`config.mk`:
```
export PLATFORM = sky130hd
export DESIGN_NAME = spi_peripheral
export DESIGN_NICKNAME = d
export VERILOG_FILES = /design/src/rtl/spi_peripheral.sv
export SDC_FILE = /design/constraint.sdc
export NUM_CORES = 1
export LEC_CHECK = 0
export CORE_AREA = 2 2 110 112
export DETAILED_ROUTE_END_ITERATION = 10
export DIE_AREA = 0 0 112 114
export PLACE_DENSITY_LB_ADDON = 0.1
export SYNTH_ARGS = -nofsm -noshare
export SYNTH_HDL_FRONTEND = slang
export SYNTH_SLANG_ARGS = --single-unit
```
`constraint.sdc`:
```
create_clock -name clk -period 5.91 [get_ports clk]
set_input_delay 1.182 -clock clk [delete_from_list [all_inputs] [get_ports clk]]
set_output_delay 1.182 -clock clk [all_outputs]
set_load 0.05 [all_outputs]
```
`src/rtl/spi_peripheral.sv`:
```
// SPI target endpoint: shifts a W_Data-bit word in on MOSI_in while shifting a
// buffered reply out on MISO_out, MSB first, one bit per clk (clk is the SPI clock).
// A one-word reply buffer decouples the CPU-side load strobe from frame timing.
//
// state  | meaning
// IDLE   | no frame in progress; MISO_out pre-drives the buffered reply MSB
// SHIFT  | frame in progress; counter indexes the next receive bit
module spi_peripheral #(
  parameter int W_Data    = 32,
  parameter int W_Counter = 5
) (
  input  logic              clk,
  input  logic              rst,
  input  logic              cs_n,
  input  logic              MOSI_in,
  output logic              MISO_out,
  input  logic [W_Data-1:0] tx_data,
  input  logic              tx_load,
  output logic              tx_ready,
  output logic [W_Data-1:0] rx_data,
  output logic              rx_valid,
  output logic              tx_underrun,
  output logic              frame_error
);

  localparam logic ST_IDLE  = 1'b0;
  localparam logic ST_SHIFT = 1'b1;

  localparam logic [W_Counter-1:0] CNT_TOP   = W_Counter'(W_Data - 1);
  localparam logic [W_Counter-1:0] CNT_START = W_Counter'(W_Data - 2);

  logic                 state;
  logic [W_Counter-1:0] counter;
  // Bit 0 is never stored: it is taken straight from MOSI_in on the last edge.
  logic [W_Data-1:1]    rx_shift;
  // Holds the reply bits still to be presented; MSB is the next one out.
  logic [W_Data-2:0]    tx_shift;
  logic [W_Data-1:0]    buffer;
  logic                 buf_full;

  logic [W_Data-1:0]    buf_nxt;
  logic                 full_nxt;
  logic                 frame_start;
  logic                 predrive;

  assign tx_ready    = ~buf_full;
  assign frame_start = (state == ST_IDLE) && !cs_n;

  // Next reply-buffer contents: a load into an empty buffer wins over the
  // frame-start consume, which can only happen when the buffer is full anyway.
  always_comb begin
    buf_nxt  = buffer;
    full_nxt = buf_full;
    if (tx_load && !buf_full) begin
      buf_nxt  = tx_data;
      full_nxt = 1'b1;
    end else if (frame_start) begin
      buf_nxt  = '0;
      full_nxt = 1'b0;
    end
  end

  // MSB the controller should see before the next frame-start edge; uses the
  // next buffer value so a load is visible on MISO one cycle after it lands.
  assign predrive = full_nxt & buf_nxt[W_Data-1];

  // Frame sequencing, shift registers, reply buffer and status pulses.
  always_ff @(posedge clk or posedge rst) begin
    if (rst) begin
      state       <= ST_IDLE;
      counter     <= CNT_TOP;
      rx_shift    <= '0;
      tx_shift    <= '0;
      buffer      <= '0;
      buf_full    <= 1'b0;
      MISO_out    <= 1'b0;
      rx_data     <= '0;
      rx_valid    <= 1'b0;
      tx_underrun <= 1'b0;
      frame_error <= 1'b0;
    end else begin
      rx_valid    <= 1'b0;
      tx_underrun <= 1'b0;
      frame_error <= 1'b0;
      buffer      <= buf_nxt;
      buf_full    <= full_nxt;
      case (state)
        ST_IDLE: begin
          if (!cs_n) begin
            state    <= ST_SHIFT;
            counter  <= CNT_START;
            rx_shift <= {MOSI_in, {(W_Data-2){1'b0}}};
            if (buf_full) begin
              tx_shift <= {buffer[W_Data-3:0], 1'b0};
              MISO_out <= buffer[W_Data-2];
            end else begin
              tx_shift    <= '0;
              MISO_out    <= 1'b0;
              tx_underrun <= 1'b1;
            end
          end else begin
            MISO_out <= predrive;
          end
        end
        ST_SHIFT: begin
          if (cs_n) begin
            state       <= ST_IDLE;
            counter     <= CNT_TOP;
            frame_error <= 1'b1;
            MISO_out    <= predrive;
          end else if (counter == '0) begin
            rx_data  <= {rx_shift, MOSI_in};
            rx_valid <= 1'b1;
            counter  <= CNT_TOP;
            state    <= ST_IDLE;
            MISO_out <= predrive;
          end else begin
            rx_shift[counter] <= MOSI_in;
            counter           <= counter - 1'b1;
            MISO_out          <= tx_shift[W_Data-2];
            tx_shift          <= {tx_shift[W_Data-3:0], 1'b0};
          end
        end
        default: begin
          state   <= ST_IDLE;
          counter <= CNT_TOP;
        end
      endcase
    end
  end

endmodule

```
==> results by group <==
Synth
  • EDFF count, synth: 0
  • Asr flop ratio synth: 100%
  • Synth Cell Area: between 6000 and 7000 um^2
  • Yosys cell types: 46
  • Cells after Synth: approximately 560
  • Ys Warns: 0
  • Dominant synthesized flop cell: dfrtp_1
  • Register area share after synthesis: between 50 and 60%
  • Synth Net Count: 600
  • Mapped Avg Cell Area: around 11 um^2
  • Yosys reg bits: about 140

Critical path
  • Startpoint types: register
  • Crit path max fanout: 36
  • Slowest CP cell: dfrtp_1
  • CP Data Arrival Time: 2.34 ns
  • Worst Setup End Kind: primary output
  • CP Buf/Inv Count: 2
  • CP Cell Sequence: inv_1, clkdlybuf4s50_1
  • CP required: 4.73 ns
  • Critical path type: reg2out
  • R2r setup slk: around 2.9 ns
  • Delay-heaviest family, CP: flip-flops
  • Crit path largest cell delay: between 1 and 1.5 ns

Clock network
  • TritonCTS Buffers: 17
  • Post_cts resized: 0
  • Skew-Pair Late Insertion Delay: between 0.4 and 0.5 ns
  • CTS tree: yes
  • Hold buffer count at CTS: 0
  • CTS HTree Levels: 4
  • Clock tree buffer depth: 2
  • Clk root buf: clkbuf_16
  • Clk pin slew, worst setup/hold paths: 0.06 ns
  • Post-CTS setup buffers: 0
  • Sinks on Clock Net: approximately 140

Cells and area
  • Antenna diodes: 0
  • Register area: around 3400 um^2
  • Layout Utilization: around 65%
  • Area occupied by multi-input gates: ~2600 um^2
  • Layout area overhead: 19.9%
  • Filler cells: 966
  • Ratio of cells with drive above 1 in the final layout: 15.7%
  • Final nets: 646

Place
  • Post-DP HPWL: about 8 mm
  • I/O Buffers: 73
  • Global placer's final weighted congestion: 0.829

Timing
  • Tcrit/Tclk final: approximately 60%
  • Relative slew slack: 16.2%
  • Min Tclk post-route: about 3.5 ns
  • Fin Setup TNS: 0 ns
  • Final hold vios: 0
  • Unrepaired setup endpoints after global routing: no
  • Final setup viols: 0
  • FMAX: ~0.28 GHz
  • Final Skew: about 0.006 ns
  • Final hold slack: around 0.5 ns
  • Worst Max-Slew Pin Slew: 1.25 ns
  • Pins Over Slew Limit: 0

GRT
  • Initial antenna violation count: 0
  • Vias in the first global route: 4358
  • Largest net degree at the start of global routing: 80
  • Overall Global Routing Usage: approximately a fifth
  • First-pass GRT wire length: about 22 mm
  • GRT overflow: 0

Floorplanning
  • Starting Density: a little over half
  • I/O Pins: between 70 and 80
  • Die height: roughly 110 um
  • Die Wd: ~110 um
  • Core area: 11700 um^2
  • Rows: 40
  • DIE AREA: 12800 um^2

Drt
  • Post-DRT Antenna Nets: 0
  • Post-route DRC violation count: 0
  • Via/cell ratio: 5.73
  • Routed via count: about 4.4k
  • First-pass DRT Iterations: 4
  • Wire per inst: 16.6 um
  • Final WL: between 10 and 15 mm
  • Drt initial violations: about 190

Power
  • Maximum VDD drop: between 0.0002 and 0.00025 V
  • Switch share: between 20% and 30%
  • Sequential power share: between 40% and 50%
  • Int Power: 0.00184 W
  • Clock network fraction of total power: about two fifths
  • Combinational Power Share: roughly 15%
  • PwrDens: ~330 nW/um^2
  • LEAKAGE: 3.43 nW
  • P_sw: ~0.00066 W

Run status
  • Status: finished clean

Worst hold path
  • HP Class: reg2reg

Run
  • Number of max-cap violations: 0
==> cell usage in the layout, fill, tap and decap left out, types with 4 or more instances in the layout <==
cell / count
nand2b_1: 5
a22o_1: 32
nor2b_1: 8
mux2_4: 39
buf_4: 5
o211ai_2: 10
clkinv_2: 4
inv_1: 23
and3b_1: 5
clkbuf_1: 8
ha_1: 5
and3_1: 4
dfrtp_1: 130
nand2_1: 79
nand3_1: 5
o21ai_0: 63
o211ai_1: 20
clkdlybuf4s50_1: 73
a32o_1: 12
nand4_1: 15
clkbuf_16: 17
nor2_1: 5
mux2_2: 4
dfstp_2: 5
==> state kept, by name, indices dropped and copies added (netlist names), 5 cells and up <==
name	flops
buffer	32
rx_shift	31
rx_data	32
counter	5
tx_shift	30
==> cells by family after synthesis <==
kind of cell	Yosys count	synth area share, %
mux	46	10.5
flops	136	54.1
buf+inv	75	5.36
compound gates	153	17.6
simple gates	143	11.5
fa+ha+maj	5	0.992
==> cell usage after synthesis, drive strengths merged (4+ instances only) <==
cell type | n | area (um^2)
mux2 | 46 | 664
and3b | 5 | 43.8
o211ai | 30 | 275
nand2b | 5 | 31.3
dfrtp | 131 | 3280
inv | 24 | 90.1
and3 | 4 | 25.0
ha | 5 | 62.6
nor2b | 10 | 62.6
a32o | 12 | 120
dfstp | 5 | 131
buf | 23 | 143
nand4 | 15 | 93.8
clkbuf | 28 | 105
o21ai | 63 | 315
nor2 | 5 | 18.8
a22o | 32 | 280
nand2 | 80 | 303
nand3 | 5 | 25.0
==> power by group through the flow <==
stage	Clock, W	Combinational (W)	Sequential [W]
6_report	0.000963	0.000372	0.00116
3_5_place_dp	0	0.000375	0.00117
3_3_place_gp	0	0.000362	0.00117
4_1_cts	0.000981	0.000377	0.00116
5_1_grt	0.00102	0.000414	0.00118
2_1_floorplan	0	0.000313	0.00113
==> final timing paths <==
| kind | startpoint | to | cells after the start |
|---|---|---|---|
| setup / recovery | buf_full | tx_ready | 2 |
| hold reg to reg | tx_shift[28] | tx_shift[28] | 1 |
| min in group asynchronous | rst | MISO_out | 2 |
| max in group asynchronous | rst | rx_valid | 3 |
| setup reg to reg | counter[0] | tx_shift[18] | 6 |
| hold / removal | tx_shift[28] | tx_shift[28] | 1 |
==> through the flow <==
step	area, um^2	cells	total power, W	setup WS (ns)
3_3_place_gp	7030	732	0.00153	2.21
2_1_floorplan	6310	558	0.00144	1.10
6_report	7560	764	0.00250	2.39
3_5_place_dp	7030	732	0.00155	2.07
4_1_cts	7560	764	0.00252	2.35
5_1_grt	7560	764	0.00262	2.20
==> layout make-up <==
| cell class | count | area share, % |
|---|---|---|
| sequential | 136 | 45.1 |
| clock inverter | 5 | 0.662 |
| clock buffer | 27 | 6.39 |
| timing repair buffer | 78 | 10.2 |
| tap | 147 | 2.43 |
| multi-input combinational | 347 | 34.0 |
| inverter | 24 | 1.22 |
==> layer usage <==
metal | global-route usage (%) | wire, um | vias up
li1 | - | - | 2092
met2 | 34.7 | 6310 | 93
met5 | 0 | 0 | -
met1 | 28.7 | 5830 | 2183
met4 | 6.67 | 85 | 0
met3 | 4.62 | 471 | 7
Note: power is estimated with default switching activity, not from simulation.
